`config.mk`:
```
export PLATFORM = sky130hd
export DESIGN_NAME = regfile_write_arbiter
export DESIGN_NICKNAME = d
export VERILOG_FILES = /design/src/rtl/regfile_write_arbiter.sv
export SDC_FILE = /design/constraint.sdc
export NUM_CORES = 1
export LEC_CHECK = 0
export ABC_AREA = 1
export CAP_MARGIN = 10
export CORE_AREA = 5 5 80 82
export DETAILED_ROUTE_END_ITERATION = 10
export DIE_AREA = 0 0 85 87
export DONT_BUFFER_PORTS = 1
export PLACE_DENSITY_LB_ADDON = 0.05
export SYNTH_ARGS = -nofsm -noshare
export SYNTH_HDL_FRONTEND = slang
export SYNTH_SLANG_ARGS = --single-unit
```
`constraint.sdc`:
```
create_clock -name clk -period 5.8 [get_ports clk]
set_clock_uncertainty 0.1 [all_clocks]
set_input_delay 1.45 -clock clk [delete_from_list [all_inputs] [get_ports clk]]
set_output_delay 1.45 -clock clk [all_outputs]
set_load 0.05 [all_outputs]
```
`src/rtl/regfile_write_arbiter.sv`:
```
// rtl/regfile_write_arbiter.sv - two-requester round-robin arbiter for the register file write port
//
// Purpose: shares the register file's single write port between r0 (ALU
// writeback) and r1 (load/debug path). Grants are combinational and
// round-robin on conflict. The granted write is registered into
// rf_write/rf_addr/rf_wdata one cycle later. Read-after-write hazards are
// flagged for decode, and cycles with both requesters contending are counted.
//
// Ports:
//   clk, reset          clock, synchronous active-high reset
//   hold                blocks new grants; an already captured write still issues
//   r0_* / r1_*         valid/addr/data in, ready out (ready = accepted this cycle)
//   rd_addr1, rd_addr2  decode-stage read addresses checked for hazards
//   raw_stall           read-after-write hazard against the write stage or this cycle's grant
//   rf_write/addr/wdata registered write port into the register file
//   conflict_cnt        saturating count of cycles with both requesters valid and not held
module regfile_write_arbiter #(
  parameter int DATA_W = 16,
  parameter int ADDR_W = 2,
  parameter int CNT_W  = 16
) (
  input  logic              clk,
  input  logic              reset,
  input  logic              hold,
  input  logic              r0_valid,
  input  logic [ADDR_W-1:0] r0_addr,
  input  logic [DATA_W-1:0] r0_data,
  output logic              r0_ready,
  input  logic              r1_valid,
  input  logic [ADDR_W-1:0] r1_addr,
  input  logic [DATA_W-1:0] r1_data,
  output logic              r1_ready,
  input  logic [ADDR_W-1:0] rd_addr1,
  input  logic [ADDR_W-1:0] rd_addr2,
  output logic              raw_stall,
  output logic              rf_write,
  output logic [ADDR_W-1:0] rf_addr,
  output logic [DATA_W-1:0] rf_wdata,
  output logic [CNT_W-1:0]  conflict_cnt
);

  // Index of the requester granted on the most recent transfer; the other
  // requester wins the next tie.
  logic              last_grant;
  logic              grant0;
  logic              grant1;
  logic              xfer;
  logic [ADDR_W-1:0] grant_addr;
  logic [DATA_W-1:0] grant_data;
  logic              rf_write_q;
  logic              contend;
  logic              wr_hit;
  logic              xfer_hit;

  // Grants only go to valid requesters, so a grant is a transfer.
  always_comb begin
    grant0 = 1'b0;
    grant1 = 1'b0;
    if (!reset && !hold) begin
      if (r0_valid && r1_valid) begin
        if (last_grant) grant0 = 1'b1;
        else            grant1 = 1'b1;
      end else if (r0_valid) begin
        grant0 = 1'b1;
      end else if (r1_valid) begin
        grant1 = 1'b1;
      end
    end
  end

  assign r0_ready   = grant0;
  assign r1_ready   = grant1;
  assign xfer       = grant0 | grant1;
  assign grant_addr = grant1 ? r1_addr : r0_addr;
  assign grant_data = grant1 ? r1_data : r0_data;
  assign contend    = r0_valid & r1_valid & ~hold;

  // A write captured just before reset is dropped: the write enable is
  // masked while reset is high, then cleared by the reset edge.
  assign rf_write = rf_write_q & ~reset;

  assign wr_hit    = rf_write & ((rf_addr == rd_addr1) | (rf_addr == rd_addr2));
  assign xfer_hit  = xfer & ((grant_addr == rd_addr1) | (grant_addr == rd_addr2));
  assign raw_stall = wr_hit | xfer_hit;

  always_ff @(posedge clk) begin
    if (reset) begin
      rf_write_q   <= 1'b0;
      rf_addr      <= '0;
      rf_wdata     <= '0;
      last_grant   <= 1'b1;
      conflict_cnt <= '0;
    end else begin
      rf_write_q <= xfer;
      if (xfer) begin
        rf_addr    <= grant_addr;
        rf_wdata   <= grant_data;
        last_grant <= grant1;
      end
      if (contend && (conflict_cnt != {CNT_W{1'b1}})) begin
        conflict_cnt <= conflict_cnt + {{(CNT_W-1){1'b0}}, 1'b1};
      end
    end
  end

endmodule
```
Yosys cells after proc, flatten, opt, wreduce, memory -nomap -nowiden
Cells that the tools add are included.
{"block": "totals", "reg_bits": 36, "wordCells": 38, "output_inout_bits": 38}
{"block": "op_classes", "n_eq_ne": 5, "n_addsub": 1, "mux": 11, "bitwise": 11, "reduce_logical": 5}
{"op": "16-bit by 1-bit adder with 16-bit output, second input constant", "n": 1}
{"op": "16-bit two-way mux", "n": 1}
{"op": "16-bit inequality test, second input constant", "n": 1}
{"op": "1-bit two-way mux", "n": 9}
{"op": "2-bit equality test", "n": 4}
{"op": "1-bit bitwise AND", "n": 5}
{"op": "1-bit bitwise OR", "n": 4}
{"op": "1-bit logical AND", "n": 3}
{"op": "1-bit logical NOT", "n": 2}
{"op": "2-bit two-way mux", "n": 1}
{"op": "1-bit NOT", "n": 2}

Logic depth before layout (Yosys ltp)
Gate-level depths: netlist of run 1.
{"block": "depth", "depth_word": 9, "mapped_depth": 12, "depth_no_buf": 10}

Worst setup path after synthesis of run 1
No wires, ideal clock.
{"block": "synth_path", "kind": "input to output", "startpoint": "input port reset", "endpoint": "output port raw_stall", "arrival_ps": 3076, "required_time_ps": 4250, "path_slack_ps": 1174, "stages": 10, "path_buffers": 3, "path_cell_list": "buf_6 > nor2_4 > nand2_1 > a21oi_2 > nor2_1 > inv_2 > buf_6 > buf_6 > nand2_1 > nand2_1"}
{"item": "start, declared", "line_no": "23", "text": "input logic reset,"}
{"item": "1-bit logical NOT", "line_no": "59", "text": "if (!reset && !hold) begin"}
{"item": "1-bit logical AND", "line_no": "59"}
{"item": "1-bit two-way mux", "line_no": "59"}
{"item": "via r0_ready", "line_no": "28", "text": "output logic r0_ready,"}
{"item": "1-bit bitwise OR", "line_no": "73", "text": "assign xfer = grant0 | grant1;"}
{"item": "1-bit bitwise AND", "line_no": "83", "text": "assign xfer_hit = xfer & ((grant_addr == rd_addr1) | (grant_addr == rd_addr2));"}
{"item": "1-bit bitwise OR", "line_no": "84", "text": "assign raw_stall = wr_hit | xfer_hit;"}
{"item": "end, declared", "line_no": "35", "text": "output logic raw_stall,"}
The timed path passes the listed nets, and every way through them passes these cells.

Worst setup path in the final report of run 1
{"block": "layout_path", "startpoint": "input port reset", "endpoint": "output port raw_stall"}
{"block": "layout_via", "elab_chain_cells": 8}
{"item": "1-bit logical NOT", "line_no": "59"}
{"item": "1-bit logical AND", "line_no": "59"}
{"item": "1-bit two-way mux", "line_no": "59"}
{"item": "2-bit two-way mux", "line_no": "74", "text": "assign grant_addr = grant1 ? r1_addr : r0_addr;"}
{"item": "2-bit equality test", "line_no": "83"}
{"item": "1-bit bitwise OR", "line_no": "83"}
{"item": "1-bit bitwise AND", "line_no": "83"}
{"item": "1-bit bitwise OR (*)", "line_no": "84"}
Every way passes the cells marked *; elsewhere a longest branch is shown, timed or not.

==> results by group, run 1 <==
Pwr
  – Total power: 576 uW
  – Combinational Power Share: under 10%
  – Clk pwr share: 38.3%
  – Sequential share of power: 52.4%
  – Maximum vdd drop: ~110 uV
  – LEAKAGE: 1.01 nW
  – Sw Share: between 20% and 30%
  – Internal power: just over 400 uW
  – Pwr Density: approximately 250 mW/mm^2
  – Net Switching: around 170 uW

Floorplan
  – Die width: roughly 85 um
  – Die area: around 0.0074 mm^2
  – I/O pin count: between 80 and 90
  – Starting Density: a little under two fifths
  – Core Footprint: approximately 0.0057 mm^2
  – Cell Rows: 28
  – Chip Height: around 87 um

GRT
  – Vias in the first global route: about 1.8k
  – Initial antenna violation count: 0
  – First-pass GRT wire length: between 8 and 9 mm
  – Grt total ovfl: 0
  – Largest net degree at the start of global routing: 38
  – Gr usage total: ~14%

Logic synthesis
  – Mux contribution to synthesized area: 0%
  – Seq cells post-synth: 36
  – Yosys warning count: 0
  – Largest family of logic cells by synthesized area: simple AND/OR/NAND/NOR gates
  – Synth Instances: about 300
  – Simple-Gate Fraction of Synth Area: between 30% and 40%
  – Syn_area_per_cell: roughly 7 um^2
  – Synth Area in Adders: less than 1%
  – Synth Area in XOR/XNOR: under 10%
  – Synth Area in Compound Gates: around 15%
  – Yosys cell types: 28
  – Mapped Area: 0.00215 mm^2
  – Register area share after synthesis: between 30 and 40%
  – Post-synthesis net count: 347

CTS
  – Clock Path Buffers: 2
  – Postcts setup bufs: 0
  – Max H-tree Level: 2
  – Worst-skew pair later-pin latency: approximately 0.29 ns
  – CTS tree: yes
  – Post-cts hold buffer count: 0
  – Root buf cell: clkbuf_8
  – Worst-path clk slew: ~0.070 ns
  – Clock sinks: 36
  – Post-CTS Resized: 0
  – CTS Buf Count: 5

Timing
  – Worst-Margin Slew: 0.866 ns
  – RSZ-0062 raised after global routing: false
  – Pins Over Slew Limit: 0
  – Total Neg Setup Slack: 0 ns
  – Final Hold Vio Count: 0
  – Final Setup Violations: 0
  – Fin crit period: 4.44 ns
  – Max Clk Rate: roughly 230 MHz
  – Worst hold slack: between 0.4 and 0.5 ns
  – Slew margin rel.: 42.2%
  – Final worst path period share: 76.6%

Critical path
  – Worst-path cell chain: nor2_4 > nand3_2 > nand2_1 > nand3b_1 > nand2_1 > nand2_1 > nand2_1 > nand2_1 > nand2_1
  – Max incr delay on CP: approximately 0.35 ns
  – CP max FO: 21
  – Critical path type: in -> out
  – Critical path launch point type: input pin
  – Crit path top cell by count: nand2_1
  – Critical-path top delay cell: nand3_2
  – Worst Path Arrival: 2.89 ns
  – Required time worst endpoint: roughly 4.3 ns
  – Crit. End Element: primary output
  – WP buf/inv: 0
  – CP delay by family, top: simple AND/OR/NAND/NOR gates

Routing
  – TritonRoute pass-1 iters: 4
  – DR WL/cell: between 10 and 15 um
  – Final WL: just over 5 mm
  – Drt drc: 0
  – DR iter-0 viols: 48
  – Final ANT Viol Nets: 0
  – Via Count: ~1.8k
  – Via/cell ratio: around 4.9

Outcome
  – Status: complete, no violations

Worst hold path
  – Hold Path Class: reg -> reg

Placement
  – Dpl cells: 366
  – PortBufs: 0
  – DP HPWL: 3.82 mm
  – GP Congestion: roughly 0.75

Final layout
  – Area grow syn2layout: 5.77%
  – Diode count: 0
  – Commonest non-fill, non-tap cell in the layout: nand2_1
  – Share of layout cells above drive strength 1: a little over an eighth
  – Most frequent cells in the layout: 103 x nand2_1, 36 x dfxtp_1, 35 x inv_1, 25 x nand3_1, 15 x nor2_1
  – Final Non-Filler Cells: around 370
  – Fillers: 645
  – Final nets: between 300 and 400

Job
  – Max Cap Viol: 0
## path summary, 6_finish.rpt
check,from,endpoint,slack [ns],cells after the start
worst max-delay path,reset,raw_stall,1.36,9
worst min-delay path,last_grant,last_grant,0.45,2
worst max register to register,conflict_cnt[0],conflict_cnt[13],3.46,8
worst min register to register,last_grant,last_grant,0.45,2
## synthesized netlist by cell type, drive strengths merged
cell | instances | area share, %
nand2 | 104 | 19
inv | 38 | 6.6
dfxtp | 36 | 34
nand3 | 28 | 7.2
o211ai | 19 | 9.0
nor2 | 17 | 3.4
a21oi | 15 | 5.4
xor2 | 13 | 5.3
buf | 11 | 4.3
nand4 | 5 | 1.5
nor3 | 4 | 1.5
nand3b | 3 | 1.0
clkbuf | 2 | 0.35
ha | 1 | 0.58
nor3b | 1 | 0.35
o2111ai | 1 | 0.41
o21ai | 1 | 0.23
o22ai | 1 | 0.29
xnor2 | 1 | 0.41
## registers in the layout (all words and copies together), names as in the netlist
name / cells
last_grant: 1
conflict_cnt: 16
rf_addr: 2
rf_wdata: 16
rf_write_q: 1
## logic make-up after synthesis
group | Yosys count
AOI/OAI and AO/OA | 37
adders and majority gates | 1
xor gates and xnor gates | 14
DFF | 36
and+or+nand+nor | 162
buffers and inverters | 51
## per-layer routing
metal / global-route usage [%] / wire length (um)
met1: 16.5 / 2210
met2: 23.9 / 2380
met3: 5.58 / 447
met4: 4.32 / 65
met5: 0 / 0
## power by group through the flow
stage	logic, mW	registers, mW	clock network [mW]
after floorplan	0.0532	0.305	0
after global placement	0.0541	0.308	0
after detailed placement	0.0548	0.308	0
after CTS	0.0548	0.302	0.231
after global routing	0.0622	0.303	0.242
final	0.0539	0.302	0.220
## per-stage QoR
step / setup WS [ns] / utilization, % / area [um^2]
global placement: 1.38 / 38.1 / 2160
CTS: 1.34 / 40.0 / 2270
detailed placement: 1.34 / 38.1 / 2160
floorplan: 1.17 / - / 2150
finish: 1.36 / 40.0 / 2270
global route: 1.17 / 40.0 / 2270
## worst min-delay path, cell delays in order (launching register included)
cell	delay [ns]
dfxtp_1	0.32
inv_1	0.08
o211ai_1	0.09
## cell type report
class / instances / area, um^2 / area share [%]
clock buffers: 6 / 72.6 / 3.20
repair buffers: 3 / 22.5 / 0.992
flip-flops and latches: 36 / 721 / 31.7
well taps: 75 / 93.8 / 4.13
multi-input cells: 214 / 1180 / 52.1
clock inverters: 2 / 35.0 / 1.54
inverters: 38 / 143 / 6.28
Power figures use the tool's default switching activity.
==> run 2, diff against run 1 <==
Clock period 5.8 ns to 3.6 ns, I/O delays scaled along.
==> run 2 against run 1 <==
Net effect: global-route usage fell by 0.22 points; die area unchanged; sequential power increased by 61%; highest routed layer unchanged; sequential cell count unchanged; largest cell class unchanged; hold slack lost 0.0028 ns.
==> results by group, run 2 (synthesis gave the netlist of run 1 again) <==
Outcome
  – Status: complete, no violations (unchanged)

Job
  – Max Cap Viol: 0 (unchanged)

Critical path
  – CP max FO: 17 (was 21)
  – Worst Path Arrival: 1.92 ns (was 2.89 ns)
  – Critical path launch point type: input pin (unchanged)
  – Crit. End Element: primary output (unchanged)
  – Required time worst endpoint: 2.60 ns (was 4.25 ns)
  – Critical path type: in -> out (unchanged)

Routing
  – DR WL/cell: 13.1 um (was 13.6 um)
  – TritonRoute pass-1 iters: 4 (unchanged)
  – Drt drc: 0 (unchanged)
  – Final WL: 4.94 mm (was 5.10 mm)
  – Via Count: 1821 (was 1819)
  – Final ANT Viol Nets: 0 (unchanged)
  – DR iter-0 viols: 30 (was 48)
  – Via/cell ratio: 4.83 (was 4.86)

Floorplan
  – Core Footprint: 0.00568 mm^2 (unchanged)
  – Starting Density: 37.8% (unchanged)
  – Die area: 0.00740 mm^2 (unchanged)
  – Die width: 85 um (unchanged)
  – I/O pin count: 83 (unchanged)
  – Chip Height: 87 um (unchanged)
  – Cell Rows: 28 (unchanged)

Pwr
  – Combinational Power Share: 10.4% (was 9.4%)
  – Internal power: 606 uW (was 405 uW)
  – Sw Share: 30.8% (was 29.7%)
  – Sequential share of power: 55.4% (was 52.4%)
  – LEAKAGE: 1.01 nW (about the same)
  – Clk pwr share: 34.2% (was 38.3%)
  – Pwr Density: 382 mW/mm^2 (was 254 mW/mm^2)
  – Maximum vdd drop: 147 uV (was 114 uV)
  – Total power: 877 uW (was 576 uW)
  – Net Switching: 270 uW (was 171 uW)

GRT
  – First-pass GRT wire length: 8.39 mm (was 8.47 mm)
  – Vias in the first global route: 1746 (was 1770)
  – Largest net degree at the start of global routing: 38 (unchanged)
  – Gr usage total: 14.0% (was 14.2%)
  – Initial antenna violation count: 0 (unchanged)
  – Grt total ovfl: 0 (unchanged)

Timing
  – Slew margin rel.: 42.5% (was 42.2%)
  – Final WS setup: 0.683 ns (was 1.36 ns)
  – Pins Over Slew Limit: 0 (unchanged)
  – Final Hold Vio Count: 0 (unchanged)
  – RSZ-0062 raised after global routing: false (unchanged)
  – Max Clk Rate: between 300 and 400 MHz
  – Total Neg Setup Slack: 0 ns (unchanged)
  – Final worst path period share: 81.0%
  – Fin crit period: just under 3 ns
  – Worst-Margin Slew: 0.861 ns (was 0.866 ns)
  – Final Setup Violations: 0 (unchanged)

CTS
  – Clock sinks: 36 (unchanged)
  – CTS tree: yes (unchanged)
  – Post-cts hold buffer count: 0 (unchanged)
  – CTS Buf Count: 5 (unchanged)
  – Postcts setup bufs: 0 (unchanged)
  – Clock Path Buffers: 2 (unchanged)
  – Worst-path clk slew: 0.07 ns (about the same)
  – Root buf cell: clkbuf_8 (unchanged)
  – Worst-skew pair later-pin latency: 0.29 ns (about the same)
  – Max H-tree Level: 2 (unchanged)
  – Post-CTS Resized: 0 (unchanged)

Final layout
  – Commonest non-fill, non-tap cell in the layout: nand2_1 (unchanged)
  – Biggest regs: conflict_cnt: 16 flops, rf_wdata: 16 flops, rf_addr: 2 flops (unchanged)
  – Diode count: 0 (unchanged)
  – Most frequent cells in the layout: 103 x nand2_1, 36 x dfxtp_1, 35 x inv_1, 25 x nand3_1, 15 x nor2_1 (unchanged)
  – Final nets: 347 (was 344)
  – Share of layout cells above drive strength 1: 14.6% (was 13.7%)
  – Fillers: 624 (was 645)
  – Final Non-Filler Cells: 377 (was 374)
  – Area grow syn2layout: 6.76% (was 5.77%)

Placement
  – Dpl cells: 369 (was 366)
  – DP Worst Slack: 0.684 ns (was 1.34 ns)
  – GP Congestion: 0.788 (was 0.755)
  – PortBufs: 0 (unchanged)
  – DP HPWL: 3.76 mm (was 3.82 mm)

Worst hold path
  – Hold Path Class: reg -> reg (unchanged)
run 2: changes by cell type in the layout (fill, tap and decap cells not counted):
cell        before  now
buf_4            3    5
buf_12           0    1
bufinv_16        1    0
clkbuf_8         5    6
clkinv_2         1    0
clkinvlp_4       0    1
run 2: path summary, 6_finish.rpt:
check / slack [ns] / from / depth (start not counted) / endpoint
worst min register to register: 0.44 / last_grant / 2 / last_grant
worst min-delay path: 0.44 / last_grant / 2 / last_grant
worst max-delay path: 0.68 / reset / 11 / raw_stall
worst max register to register: 1.29 / conflict_cnt[1] / 8 / conflict_cnt[13]
run 2: final cells by class:
class	count	area [um^2]	area share, %
inverters	38	143	6.22
multi-input cells	214	1180	51.6
flip-flops and latches	36	721	31.4
clock inverters	1	7.51	0.328
repair buffers	6	57.6	2.51
well taps	75	93.8	4.09
clock buffers	7	86.3	3.77
run 2: per-layer routing:
layer	GRT usage (%)	wire length, um	vias to the layer above
li1	-	-	963
met1	16.6	2150	797
met2	23.2	2310	56
met3	5.39	441	5
met4	4.32	48	0
met5	0	0	-
run 2: power groups by stage:
stage / registers, mW / clock network, mW / logic, mW
after floorplan: 0.491 / 0 / 0.0858
after global placement: 0.496 / 0 / 0.0927
after global routing: 0.488 / 0.329 / 0.106
after CTS: 0.486 / 0.315 / 0.0932
final: 0.486 / 0.300 / 0.0914
after detailed placement: 0.495 / 0 / 0.0930
run 2: metrics by stage:
| step | hold WS [ns] | utilization (%) | instance area, um^2 |
|---|---|---|---|
| floorplan | 0.406 | - | 2150 |
| global placement | 0.439 | 38.7 | 2200 |
| detailed placement | 0.434 | 38.7 | 2200 |
| CTS | 0.446 | 40.4 | 2290 |
| global route | 0.486 | 40.4 | 2290 |
| finish | 0.444 | 40.4 | 2290 |
run 2: worst max-delay path, stage by stage:
cell and delay, ns:
nor2_4 0.13, nand3_2 0.15, nand2_1 0.15, nand2_1 0.08, nand2_1 0.06, nand2_1 0.05, nand2_1 0.06, nand2_1 0.05
nand2_1 0.06, nand2_1 0.08, buf_12 0.15
